===== config.mk =====
export PLATFORM = sky130hd
export DESIGN_NAME = evaluate_mg_collector
export DESIGN_NICKNAME = d
export VERILOG_FILES = /design/src/rtl/evaluate_mg_collector.sv
export SDC_FILE = /design/constraint.sdc
export NUM_CORES = 1
export LEC_CHECK = 0
export CAP_MARGIN = 20
export CORE_UTILIZATION = 58
export DETAILED_ROUTE_END_ITERATION = 10
export DONT_BUFFER_PORTS = 1
export GPL_TIMING_DRIVEN = 0
export MAX_ROUTING_LAYER = met4
export PLACE_DENSITY = 0.77
export SLEW_MARGIN = 20
export SYNTH_ARGS = -nofsm -noshare
export SYNTH_HDL_FRONTEND = slang
export SYNTH_SLANG_ARGS = --single-unit

===== constraint.sdc =====
create_clock -name clk -period 3.9 [get_ports clk]
set_input_delay 0.39 -clock clk [delete_from_list [all_inputs] [get_ports clk]]
set_output_delay 0.39 -clock clk [all_outputs]
set_load 0.05 [all_outputs]

===== src/rtl/evaluate_mg_collector.sv =====
`default_nettype none
// ==========================================================================
// evaluate_mg_collector: gathers one signed midgame term per lane, saturating sum
// Revision: 1.0
// ==========================================================================
module evaluate_mg_collector #(
  parameter int EVAL_WIDTH = 24,
  parameter int TERMS      = 4,
  parameter int TIMEOUT    = 15
) (
  input  logic                        clk,
  input  logic                        reset,
  input  logic                        start,
  input  logic [TERMS-1:0]            term_valid,
  input  logic [TERMS*EVAL_WIDTH-1:0] term_eval,
  output logic                        busy,
  output logic [EVAL_WIDTH-1:0]       eval_mg,
  output logic                        eval_valid,
  output logic                        timeout_err
);

  localparam int SUM_W = EVAL_WIDTH + $clog2(TERMS);
  localparam logic [7:0] TIMER_INIT = 8'(TIMEOUT);
  localparam logic signed [SUM_W-1:0] SAT_MAX =
    {{(SUM_W-EVAL_WIDTH+1){1'b0}}, {(EVAL_WIDTH-1){1'b1}}};
  localparam logic signed [SUM_W-1:0] SAT_MIN = -SAT_MAX;

  typedef enum logic [1:0] {
    IDLE    = 2'd0,
    COLLECT = 2'd1,
    SUM     = 2'd2
  } state_t;

  state_t                  state, state_nxt;
  logic [TERMS-1:0]        mask, mask_nxt, capture;
  logic [EVAL_WIDTH-1:0]   lane [TERMS];
  logic [EVAL_WIDTH-1:0]   hold [TERMS];
  logic [7:0]              timer;
  logic                    to_flag, to_flag_nxt;
  logic signed [SUM_W-1:0] sum_full;
  logic [EVAL_WIDTH-1:0]   sum_sat;

  for (genvar g = 0; g < TERMS; g++) begin : g_lane
    assign lane[g] = term_eval[g*EVAL_WIDTH +: EVAL_WIDTH];
  end

  // Only first arrival per lane is taken; completion sees this cycle's captures.
  assign capture  = (state == COLLECT) ? (term_valid & ~mask) : '0;
  assign mask_nxt = mask | capture;
  assign busy     = (state != IDLE);

  always_ff @(posedge clk) begin
    if (!reset) state <= IDLE;
    else        state <= state_nxt;
  end

  always_comb begin
    state_nxt   = state;
    to_flag_nxt = to_flag;
    case (state)
      IDLE: begin
        if (start) state_nxt = COLLECT;
      end
      COLLECT: begin
        if (&mask_nxt) begin
          state_nxt   = SUM;
          to_flag_nxt = 1'b0;
        end else if (timer == 8'd1) begin
          state_nxt   = SUM;
          to_flag_nxt = 1'b1;
        end
      end
      SUM:     state_nxt = IDLE;
      default: state_nxt = IDLE;
    endcase
  end

  // Symmetric clamp keeps -eval_mg representable.
  always_comb begin
    sum_full = '0;
    for (int i = 0; i < TERMS; i++) begin
      sum_full = sum_full + {{(SUM_W-EVAL_WIDTH){hold[i][EVAL_WIDTH-1]}}, hold[i]};
    end
    if (sum_full > SAT_MAX)      sum_sat = SAT_MAX[EVAL_WIDTH-1:0];
    else if (sum_full < SAT_MIN) sum_sat = SAT_MIN[EVAL_WIDTH-1:0];
    else                         sum_sat = sum_full[EVAL_WIDTH-1:0];
  end

  always_ff @(posedge clk) begin
    if (!reset) begin
      mask        <= '0;
      timer       <= '0;
      to_flag     <= 1'b0;
      eval_mg     <= '0;
      eval_valid  <= 1'b0;
      timeout_err <= 1'b0;
      for (int i = 0; i < TERMS; i++) hold[i] <= '0;
    end else begin
      eval_valid  <= 1'b0;
      timeout_err <= 1'b0;
      case (state)
        IDLE: begin
          if (start) begin
            mask  <= '0;
            timer <= TIMER_INIT;
            for (int i = 0; i < TERMS; i++) hold[i] <= '0;
          end
        end
        COLLECT: begin
          mask    <= mask_nxt;
          timer   <= timer - 8'd1;
          to_flag <= to_flag_nxt;
          for (int i = 0; i < TERMS; i++) begin
            if (capture[i]) hold[i] <= lane[i];
          end
        end
        SUM: begin
          eval_mg     <= sum_sat;
          eval_valid  <= 1'b1;
          timeout_err <= to_flag;
        end
        default: ;
      endcase
    end
  end

endmodule
`default_nettype wire

==> results.py, run 1 <==
metrics = {
    "synth": {
        "yosysWarningCount": 0,
        "synthDistinctLibCells": 80,
        "synth-seq-area-share_pct": 40.6,
        "netlist_area_um2": 8530,
        "synthFlopType": "edfxtp_1",
        "syn-num-nets": 1036,
        "synth_edf_count": 72,
        "synth-async-reset-ratio_pct": 0,
        "ys_seq_elements": 137,
        "syn_inst": 857,
        "postSynthAreaPerCell_um2": 9.96,
    },
    "cells_and_area": {
        "mostFrequentLayoutCells": "inv_1 (143), and2_1 (79), edfxtp_1 (72)",
        "ff_latch_area_um2": 3460,
        "multi_input_area_um2": 4530,
        "nets": 1077,
        "synthToLayoutAreaGrowth_pct": 14.4,
        "drive_gt1_share_pct": 16.2,
        "final_common_cell": "inv_1",
        "nFillCells": 1076,
        "n_antenna_cell": 0,
        "final_area_um2": 9760,
        "fin_util_pct": 69.3,
    },
    "setup_path": {
        "critPathBufInv": 6,
        "timing.critical_path.mode_cell": "inv_2",
        "crit_chain": "inv_2, fa_1, inv_2, fa_1, ha_2, inv_2, fa_2, nand2b_4, a21oi_4, buf_4, o21ai_2, a2111o_1, a2111oi_4, nand4_2, nor4_4, buf_4, buf_6, o31ai_4",
        "r2r_setup_slack_ns": -0.34,
        "crit_required_ns": 4.21,
        "crit_type": "reg2reg",
        "max_stage_delay_ns": 0.54,
        "cp.arrival_ns": 4.55,
        "critical-path-top-delay-family": "adder cells",
        "critPathCaptureType": "flop",
        "rr_worst_depth": 18,
        "crit_fanout": 5,
        "cpMaxStageDelayCell": "fa_1",
        "r2r-end": "eval_mg[16]$_SDFFE_PN0P_",
        "startpoint_type": "flop",
        "timing.rr.start": "hold[3][1]$_SDFFCE_PN0P_",
    },
    "clock_network": {
        "clkTransAtPathRegs_ns": 0.06,
        "clock_path_buffers": 2,
        "insertion_delay_ns": 0.44,
        "cts_tree": "yes",
        "cts_root_buf": "clkbuf_16",
        "clock_sinks": 137,
        "ctsHoldBuffers": 0,
        "cts_htree_levels": 4,
        "cts_buffers": 17,
    },
    "grt": {
        "grt_pass1_wl_um": 31500,
        "grt_max_degree": 23,
        "grt_pass1_vias": 6448,
        "grt_busiest_layer": "met2",
        "overflow": 0,
        "grt.total_usage_pct": 28.8,
        "met2_usage_pct": 46.5,
        "met1_usage_pct": 34.8,
        "grt_util_met3_pct": 5.44,
        "antenna_found_initial": 0,
    },
    "pwr": {
        "p_sw_w": 0.00187,
        "internal_power_w": 0.00314,
        "clkPwrFrac_pct": 29.5,
        "vdd_drop_max_mv": 0.394,
        "p_leak_nw": 3.99,
        "p_per_area_nw_per_um2": 513,
        "pwr-share-seq_pct": 33.3,
        "combPwrFrac_pct": 37.3,
        "total_power_w": 0.00501,
        "swShare_pct": 37.3,
    },
    "timing": {
        "maxSlewViolCount": 0,
        "hold_violations": 0,
        "relSlewSlack_pct": 41.5,
        "finalCriticalPeriod_ns": 4.24,
        "layout_setup_ws_ns": -0.339,
        "min_period_over_period_pct": 109,
        "fmaxAchievable_ghz": 0.236,
        "tightest_slew_ns": 0.874,
        "skew_ns": 0.0133,
        "setup_viol": 24,
        "fin_tns_setup_ns": -6.89,
        "rsz0062_at_grt": "true",
    },
    "routing": {
        "ant_nets": 0,
        "routed_via_density": 5.75,
        "route.detailed.drc": 0,
        "vias": 6269,
        "postRouteWirelength_um": 20000,
        "drt_iter0_markers": 397,
        "routedWlPerCell_um": 18.3,
        "drt_first_pass_iters": 5,
    },
    "status": {
        "status": "finished, violations left",
        "violations": "negative setup slack",
    },
    "run": {
        "cap_violations": 0,
    },
    "worst_hold_path": {
        "hold_path_depth": 2,
        "min_path_type": "in2reg",
        "hp-start": "reset",
        "hold_end": "eval_mg[23]$_SDFFE_PN0P_",
    },
    "placement": {
        "io_buffers": 0,
        "gp_congestion": 0.886,
        "place_area_um2": 8890,
        "hpwl_um": 15100,
    },
    "floorplan": {
        "core_region_area_um2": 14100,
        "ioPinCount": 130,
        "chipHeight_um": 123,
        "initial_utilization_pct": 60.5,
        "rows": 43,
        "fp.dieArea_um2": 15200,
        "die_w_um": 123,
    },
}
layout make-up:
cell class	instances	area share, %
Multi-Input combinational cell	540	46.4
Sequential cell	137	35.5
Inverter	146	5.61
Clock buffer	18	4.40
Timing Repair Buffer	24	2.54
Tap cell	180	2.31
Buffer	32	2.13
Clock inverter	14	1.15
how the worst max path moves through the flow:
| stage | start | to | cells past startpoint |
|---|---|---|---|
| 2_1_floorplan | hold[3][1]$_SDFFCE_PN0P_ | eval_mg[0]$_SDFFE_PN0P_ | 15 |
| 5_1_grt | hold[3][1]$_SDFFCE_PN0P_ | eval_mg[16]$_SDFFE_PN0P_ | 18 |
| 6_report | hold[3][1]$_SDFFCE_PN0P_ | eval_mg[16]$_SDFFE_PN0P_ | 18 |
| 4_1_cts | hold[3][1]$_SDFFCE_PN0P_ | eval_mg[10]$_SDFFE_PN0P_ | 16 |
| 3_3_place_gp | hold[3][1]$_SDFFCE_PN0P_ | eval_mg[16]$_SDFFE_PN0P_ | 16 |
| 3_5_place_dp | hold[3][1]$_SDFFCE_PN0P_ | eval_mg[9]$_SDFFE_PN0P_ | 16 |
registers in the layout (all words and copies together), names as in the netlist:
signal / count
mask: 4
timeout_err: 1
eval_mg: 24
to_flag: 1
state: 2
timer: 8
hold: 96
eval_valid: 1
layer usage:
layer	vias to the layer above	share of wire [%]
li1	2996	-
met1	3050	43
met2	190	48
met3	33	5.5
met4	0	3.6
met5	-	0
through the flow:
stage | std cells | setup slack, ns | hold WS (ns)
final | 1091 | -0.339 | 0.0976
after CTS | 1082 | -0.370 | 0.0821
after global placement | 1037 | -0.385 | 0.454
after global routing | 1091 | -0.479 | 0.110
after detailed placement | 1040 | -0.517 | 0.469
after floorplan | 857 | 0.00490 | 0.439
synthesized netlist by cell type, drive strengths merged, types with 6 or more instances:
library cell / number / area, um^2
nor2: 56 / 213
xor2: 8 / 70.1
edfxtp: 72 / 2160
a22oi: 27 / 203
ha: 27 / 338
a21o: 8 / 61.3
fa: 49 / 981
dfxtp: 65 / 1300
and2: 79 / 494
inv: 146 / 548
nand2: 58 / 218
o21ai: 27 / 146
nand4: 6 / 43.8
o211ai: 7 / 62.6
clkbuf: 17 / 73.8
or4: 6 / 46.3
nand2b: 6 / 37.5
o31ai: 20 / 250
buf: 15 / 124
a21oi: 53 / 273
logic make-up after synthesis:
| family | synth area share (%) |
|---|---|
| buffers and inverters | 9.00 |
| XOR/XNOR | 1.33 |
| AND/OR/NAND/NOR | 15.9 |
| multiplexers | 0.616 |
| adder cells (fa/ha/maj) | 15.5 |
| AO/OA/AOI/OAI | 17.2 |
| flip-flops | 40.6 |
power by group through the flow:
stage / sequential, W / clock [W] / combinational (W)
floorplan: 0.00169 / 0 / 0.00131
global placement: 0.00170 / 0 / 0.00165
detailed placement: 0.00170 / 0 / 0.00171
CTS: 0.00167 / 0.00149 / 0.00179
global route: 0.00168 / 0.00155 / 0.00207
finish: 0.00167 / 0.00148 / 0.00187
repair_timing:
action / in CTS / in global routing
setup endpoints to repair: 24 / 24
buffers inserted: 9 / 9
resized for setup: 20 / 24
pin swaps: 14 / 11
cloned: 1 / 2
hold endpoints to repair: 0 / 0
No activity file was read; power rests on OpenSTA's default activity.
==> run 2, diff against run 1 <==
clock period = 3.6 ns   (was 3.9 ns; I/O delays follow)
==> run 2 against run 1 <==
Against the previous run: the flow still finishes with violations (negative setup slack); setup slack worse by 0.25 ns; register-to-register slack worse by 0.25 ns; largest cell class unchanged; critical path depth down 1; fmax up 1.3%; utilization down 0.18 points; via count down 2.3%; worst hold slack worse by 0.021 ns; highest routed layer unchanged; final area down 0.26%; wire length down 3.1%; global-route usage down 1.0 points.
==> results.py, run 2 (synthesis gave the netlist of run 1 again) <==
metrics = {
    "timing": {
        "rsz0062_at_grt": "true",
        "layout_setup_ws_ns": -0.586,
        "relSlewSlack_pct": 25.1,
        "tightest_slew_ns": 1.12,
        "min_period_over_period_pct": 116,
        "fmaxAchievable_ghz": 0.239,
        "hold_violations": 0,
        "hold_ws_ns": 0.0769,
        "finalCriticalPeriod_ns": 4.19,
        "setup_viol": 24,
        "maxSlewViolCount": 0,
        "skew_ns": 0.0108,
    },
    "setup_path": {
        "rr_worst_depth": 17,
        "crit_required_ns": 3.93,
        "critical-path-top-delay-family": "adder cells",
        "max_stage_delay_ns": 0.52,
        "r2r_setup_slack_ns": -0.59,
        "critPathBufInv": 5,
        "r2r-end": "eval_mg[13]$_SDFFE_PN0P_",
        "crit_chain": "inv_2, fa_1, inv_1, fa_1, ha_2, inv_2, fa_2, nand2b_4, a21oi_4, o31a_1, o21ai_4, o211ai_4, mux2i_4, buf_6, nor4_4, buf_6, o31ai_2",
        "cp.arrival_ns": 4.52,
        "cpMaxStageDelayCell": "fa_1",
        "crit_type": "reg2reg",
        "startpoint_type": "flop",
        "timing.rr.start": "hold[3][1]$_SDFFCE_PN0P_",
        "crit_fanout": 10,
        "critPathCaptureType": "flop",
    },
    "cells_and_area": {
        "nFillCells": 1079,
        "mostFrequentLayoutCells": "inv_1 (144), and2_1 (79), edfxtp_1 (72)",
        "drive_gt1_share_pct": 15.6,
        "top_register": "hold",
        "synthToLayoutAreaGrowth_pct": 14.1,
        "final_area_um2": 9740,
        "final_common_cell": "inv_1",
        "largest_reg_flops": 96,
        "top_regs": "hold x96, eval_mg x24, timer x8",
        "n_antenna_cell": 0,
        "nets": 1066,
    },
    "routing": {
        "ant_nets": 0,
        "routedWlPerCell_um": 18.0,
        "route.met3.wl_um": 1030,
        "route.detailed.drc": 0,
        "routed-wl-met2_um": 9360,
        "postRouteWirelength_um": 19400,
        "top_layer_used": "met4",
        "vias": 6125,
        "met1Wirelength_um": 8620,
        "drt_iter0_markers": 312,
        "drt_first_pass_iters": 5,
        "routed_via_density": 5.67,
    },
    "clock_network": {
        "clkTransAtPathRegs_ns": 0.06,
        "cts_tree": "yes",
        "clock_sinks": 137,
        "cts_htree_levels": 4,
        "cts_root_buf": "clkbuf_16",
        "clock_path_buffers": 2,
        "insertion_delay_ns": 0.43,
        "cts_buffers": 17,
    },
    "grt": {
        "grt_max_degree": 23,
        "antenna_found_initial": 0,
        "grt.total_usage_pct": 27.8,
        "overflow": 0,
        "grt_pass1_wl_um": 30600,
        "grt_pass1_vias": 6024,
    },
    "worst_hold_path": {
        "hold_end": "timer[0]$_SDFFE_PN0P_",
        "hold_path_depth": 2,
        "hp-start": "reset",
        "min_path_type": "in2reg",
    },
    "floorplan": {
        "die_w_um": 123,
        "ioPinCount": 130,
        "chipHeight_um": 123,
        "initial_utilization_pct": 60.5,
        "fp.dieArea_um2": 15200,
        "core_region_area_um2": 14100,
        "rows": 43,
    },
    "status": {
        "violations": "negative setup slack",
        "status": "finished, violations left",
    },
    "placement": {
        "gp_congestion": 0.884,
        "place_area_um2": 8930,
        "hpwl_um": 15000,
        "io_buffers": 0,
    },
    "run": {
        "cap_violations": 0,
    },
    "pwr": {
        "vdd_drop_max_mv": 0.580,
        "p_per_area_nw_per_um2": 568,
        "p_leak_nw": 3.97,
    },
}
==> run 2: cell count changes in the layout (fill, tap and decap cells not counted), moves of 3 or more <==
cell / before / now
o31ai_2: 15 / 20
inv_6: 7 / 2
clkinv_4: 1 / 4
buf_4: 18 / 7
o21ai_1: 6 / 3
o31ai_4: 5 / 0
==> run 2: power by group <==
part | total (W) | internal, W | switching, W
Clock | 0.00173 | 0.00104 | 0.000689
Sequential | 0.00181 | 0.00175 | 0.0000555
Combinational | 0.00200 | 0.000751 | 0.00125
Total | 0.00554 | 0.00355 | 0.00199
==> run 2: repair_timing <==
action,CTS,global route
pin swaps,6,8
setup endpoints to repair,24,24
hold buffers,0,0
setup buffers,6,4
resized for setup,23,12
gates cloned,0,0
==> run 2: layout make-up <==
class | instances | area [um^2] | share of cell area, %
plain buffers | 32 | 204 | 2.09
clock buffers | 19 | 443 | 4.55
multi-input cells | 540 | 4510 | 46.3
flip-flops and latches | 137 | 3460 | 35.6
inverters | 146 | 548 | 5.63
well taps | 180 | 225 | 2.31
repair buffers | 13 | 194 | 1.99
clock inverters | 13 | 148 | 1.52
==> run 2: metrics by stage <==
stage	worst slack (ns)	total power, W	setup TNS [ns]	cells	util [%]
final	-0.586	0.00554	-12.95	1080	69.1
after global placement	-0.599	0.00365	-30.06	1037	62.5
after global routing	-0.784	0.00583	-17.96	1080	69.1
after CTS	-0.571	0.00551	-12.38	1077	68.5
after floorplan	-0.199	0.00327	-4.07	857	-
after detailed placement	-0.680	0.00372	-14.33	1040	63.3
==> run 2: worst reg2reg max path, cell delays in order (launching register included) <==
cell and delay, ns:
edfxtp_1 0.34, inv_2 0.04, fa_1 0.52, inv_1 0.05, fa_1 0.49, ha_2 0.20
inv_2 0.05, fa_2 0.34, nand2b_4 0.17, a21oi_4 0.18, o31a_1 0.27, o21ai_4 0.12
o211ai_4 0.25, mux2i_4 0.44, buf_6 0.16, nor4_4 0.05, buf_6 0.17, o31ai_2 0.24
==> run 2: how the worst max path moves through the flow <==
stage | start | to | depth (start not counted) | slack (ns)
CTS | hold[3][7]$_SDFFCE_PN0P_ | eval_mg[22]$_SDFFE_PN0P_ | 14 | -0.57
global route | hold[3][1]$_SDFFCE_PN0P_ | eval_mg[7]$_SDFFE_PN0P_ | 17 | -0.78
floorplan | hold[3][1]$_SDFFCE_PN0P_ | eval_mg[0]$_SDFFE_PN0P_ | 15 | -0.20
finish | hold[3][1]$_SDFFCE_PN0P_ | eval_mg[13]$_SDFFE_PN0P_ | 17 | -0.59
detailed placement | hold[2][1]$_SDFFE_PP0P_ | eval_mg[10]$_SDFFE_PN0P_ | 16 | -0.68
global placement | hold[2][1]$_SDFFE_PP0P_ | eval_mg[19]$_SDFFE_PN0P_ | 16 | -0.60
==> run 2: metal layers <==
metal	vias up	track usage [%]
met1	2943	36.0
met3	22	5.03
li1	2965	-
met5	-	-
met2	195	44.0
met4	0	9.19
==> run 3, diff against run 2 <==
CORE_UTILIZATION = 45   (was 58)
PLACE_DENSITY = 0.63   (was 0.77)
==> run 3 against run 2 <==
Against the previous run: worst hold slack lost 0.0032 ns; final area grew 4.6%; fmax grew 1.1%; register-to-register slack gained 0.04 ns; wire length grew 4.5%; the flow still finishes with violations (negative setup slack); global-route usage shrank 5.6 points; first-iteration DRC count shrank 9.6%; die area grew 28%; critical path depth is the same; combinational power grew 14%; setup slack gained 0.044 ns.
==> results.py, run 3 (synthesis gave the netlist of run 1 again) <==
metrics = {
    "grt": {
        "antenna_found_initial": 0,
        "grt_pass1_wl_um": 32000,
        "grt_max_degree": 18,
        "grt.total_usage_pct": 22.2,
        "overflow": 0,
        "grt_pass1_vias": 6100,
    },
    "pwr": {
        "p_leak_nw": 4.13,
        "pwr-share-seq_pct": 30.1,
        "internal_power_w": 0.00391,
        "clkPwrFrac_pct": 32.0,
        "combPwrFrac_pct": 38.0,
        "swShare_pct": 34.8,
        "p_sw_w": 0.00209,
        "vdd_drop_max_mv": 0.380,
        "p_per_area_nw_per_um2": 589,
    },
    "timing": {
        "setup_viol": 24,
        "hold_violations": 0,
        "relSlewSlack_pct": 45.8,
        "hold_ws_ns": 0.0736,
        "min_period_over_period_pct": 115,
        "fmaxAchievable_ghz": 0.241,
        "skew_ns": 0.00889,
        "rsz0062_at_grt": "true",
        "maxSlewViolCount": 0,
        "layout_setup_ws_ns": -0.542,
        "finalCriticalPeriod_ns": 4.14,
        "tightest_slew_ns": 0.810,
    },
    "routing": {
        "route.detailed.drc": 0,
        "routedWlPerCell_um": 17.7,
        "routed-wl-met2_um": 9500,
        "postRouteWirelength_um": 20300,
        "vias": 6122,
        "drt_first_pass_iters": 4,
        "route.met3.wl_um": 968,
        "routed_via_density": 5.34,
        "met1Wirelength_um": 9440,
        "ant_nets": 0,
        "drt_iter0_markers": 282,
        "top_layer_used": "met4",
    },
    "clock_network": {
        "cts_tree": "yes",
        "clock_path_buffers": 2,
        "clkTransAtPathRegs_ns": 0.06,
        "cts_root_buf": "clkbuf_16",
        "ctsHoldBuffers": 0,
        "cts_htree_levels": 4,
        "cts_buffers": 17,
        "clock_sinks": 137,
        "insertion_delay_ns": 0.43,
    },
    "cells_and_area": {
        "n_antenna_cell": 0,
        "largest_reg_flops": 96,
        "nFillCells": 1622,
        "ff_latch_area_um2": 3460,
        "final_common_cell": "inv_1",
        "top_regs": "hold x96, eval_mg x24, timer x8",
        "synthToLayoutAreaGrowth_pct": 19.4,
        "nets": 1083,
        "drive_gt1_share_pct": 18.6,
        "top_register": "hold",
        "multi_input_area_um2": 4690,
        "mostFrequentLayoutCells": "inv_1 (143), and2_1 (79), edfxtp_1 (72)",
        "final_area_um2": 10200,
    },
    "run": {
        "cap_violations": 0,
    },
    "floorplan": {
        "ioPinCount": 130,
        "rows": 49,
        "fp.dieArea_um2": 19500,
        "die_w_um": 140,
        "chipHeight_um": 140,
        "core_region_area_um2": 18300,
        "initial_utilization_pct": 46.7,
    },
    "status": {
        "status": "finished, violations left",
        "violations": "negative setup slack",
    },
    "setup_path": {
        "crit_type": "reg2reg",
        "max_stage_delay_ns": 0.52,
        "cpMaxStageDelayCell": "fa_1",
        "cp.arrival_ns": 4.45,
        "critPathCaptureType": "flop",
        "crit_required_ns": 3.91,
        "crit_fanout": 5,
        "crit_chain": "inv_2, fa_1, inv_1, fa_1, ha_2, inv_2, fa_2, xnor2_1, nor4b_1, o21ai_1, a2111o_1, a2111oi_4, nand4_2, nor4_4, buf_6, clkbuf_16, o31ai_2",
        "startpoint_type": "flop",
    },
    "placement": {
        "io_buffers": 0,
        "place_area_um2": 9000,
        "pre_cts_ws_ns": -0.695,
        "gp_congestion": 0.874,
        "hpwl_um": 15500,
    },
    "worst_hold_path": {
        "min_path_type": "in2reg",
    },
}
[run 3: path summary, 6_finish.rpt]
kind	startpoint	to	slack (ns)	depth (start not counted)
hold / removal	reset	eval_mg[23]$_SDFFE_PN0P_	0.07	2
setup / recovery	hold[3][1]$_SDFFCE_PN0P_	eval_mg[8]$_SDFFE_PN0P_	-0.54	17
hold reg to reg	mask[1]$_SDFFE_PN0P_	mask[1]$_SDFFE_PN0P_	0.47	2
setup reg to reg	hold[3][1]$_SDFFCE_PN0P_	eval_mg[8]$_SDFFE_PN0P_	-0.54	17
[run 3: cell type report]
| cell class | instances | share of cell area (%) |
|---|---|---|
| clock inverters | 13 | 1.98 |
| inverters | 146 | 5.38 |
| plain buffers | 33 | 2.28 |
| repair buffers | 29 | 3.29 |
| clock buffers | 19 | 4.25 |
| flip-flops and latches | 137 | 34.0 |
| multi-input cells | 540 | 46.0 |
| well taps | 229 | 2.81 |
[run 3: what timing repair did]
action | in CTS | in global routing
gates cloned | 1 | 1
setup buffers | 14 | 11
endpoints found under the setup margin | 24 | 24
endpoints found under the hold margin | 0 | 0
pin swaps | 18 | 21
resized for setup | 28 | 41
[run 3: routing by layer]
| metal | global-route usage, % | vias to the layer above |
|---|---|---|
| li1 | - | 3011 |
| met1 | 29.0 | 2959 |
| met2 | 34.1 | 138 |
| met3 | 4.92 | 14 |
| met4 | 7.23 | 0 |
| met5 | - | - |
[run 3: critical path: cells and delay by family (launching register included)]
kind                     cells  cell delay (ns)
adder cells (fa/ha/maj)      4             1.58
XOR/XNOR                     1             0.18
AND/OR/NAND/NOR              3             0.63
flip-flops                   1             0.35
AO/OA/AOI/OAI                4             0.82
buffers and inverters        5             0.46
[run 3: metrics by stage]
step / utilization (%) / total power (W) / cells / setup TNS, ns
floorplan: - / 0.00327 / 857 / -4.07
global placement: 48.6 / 0.00369 / 1086 / -67.54
detailed placement: 49.2 / 0.00373 / 1089 / -14.81
CTS: 54.0 / 0.00581 / 1136 / -12.63
global route: 55.8 / 0.00631 / 1146 / -15.08
finish: 55.8 / 0.00600 / 1146 / -11.80
[run 3: power by group through the flow]
stage / registers [W] / clock network [W] / logic (W)
2_1_floorplan: 0.00183 / 0 / 0.00144
3_3_place_gp: 0.00184 / 0 / 0.00185
3_5_place_dp: 0.00184 / 0 / 0.00189
4_1_cts: 0.00180 / 0.00194 / 0.00206
5_1_grt: 0.00182 / 0.00201 / 0.00249
6_report: 0.00180 / 0.00192 / 0.00228
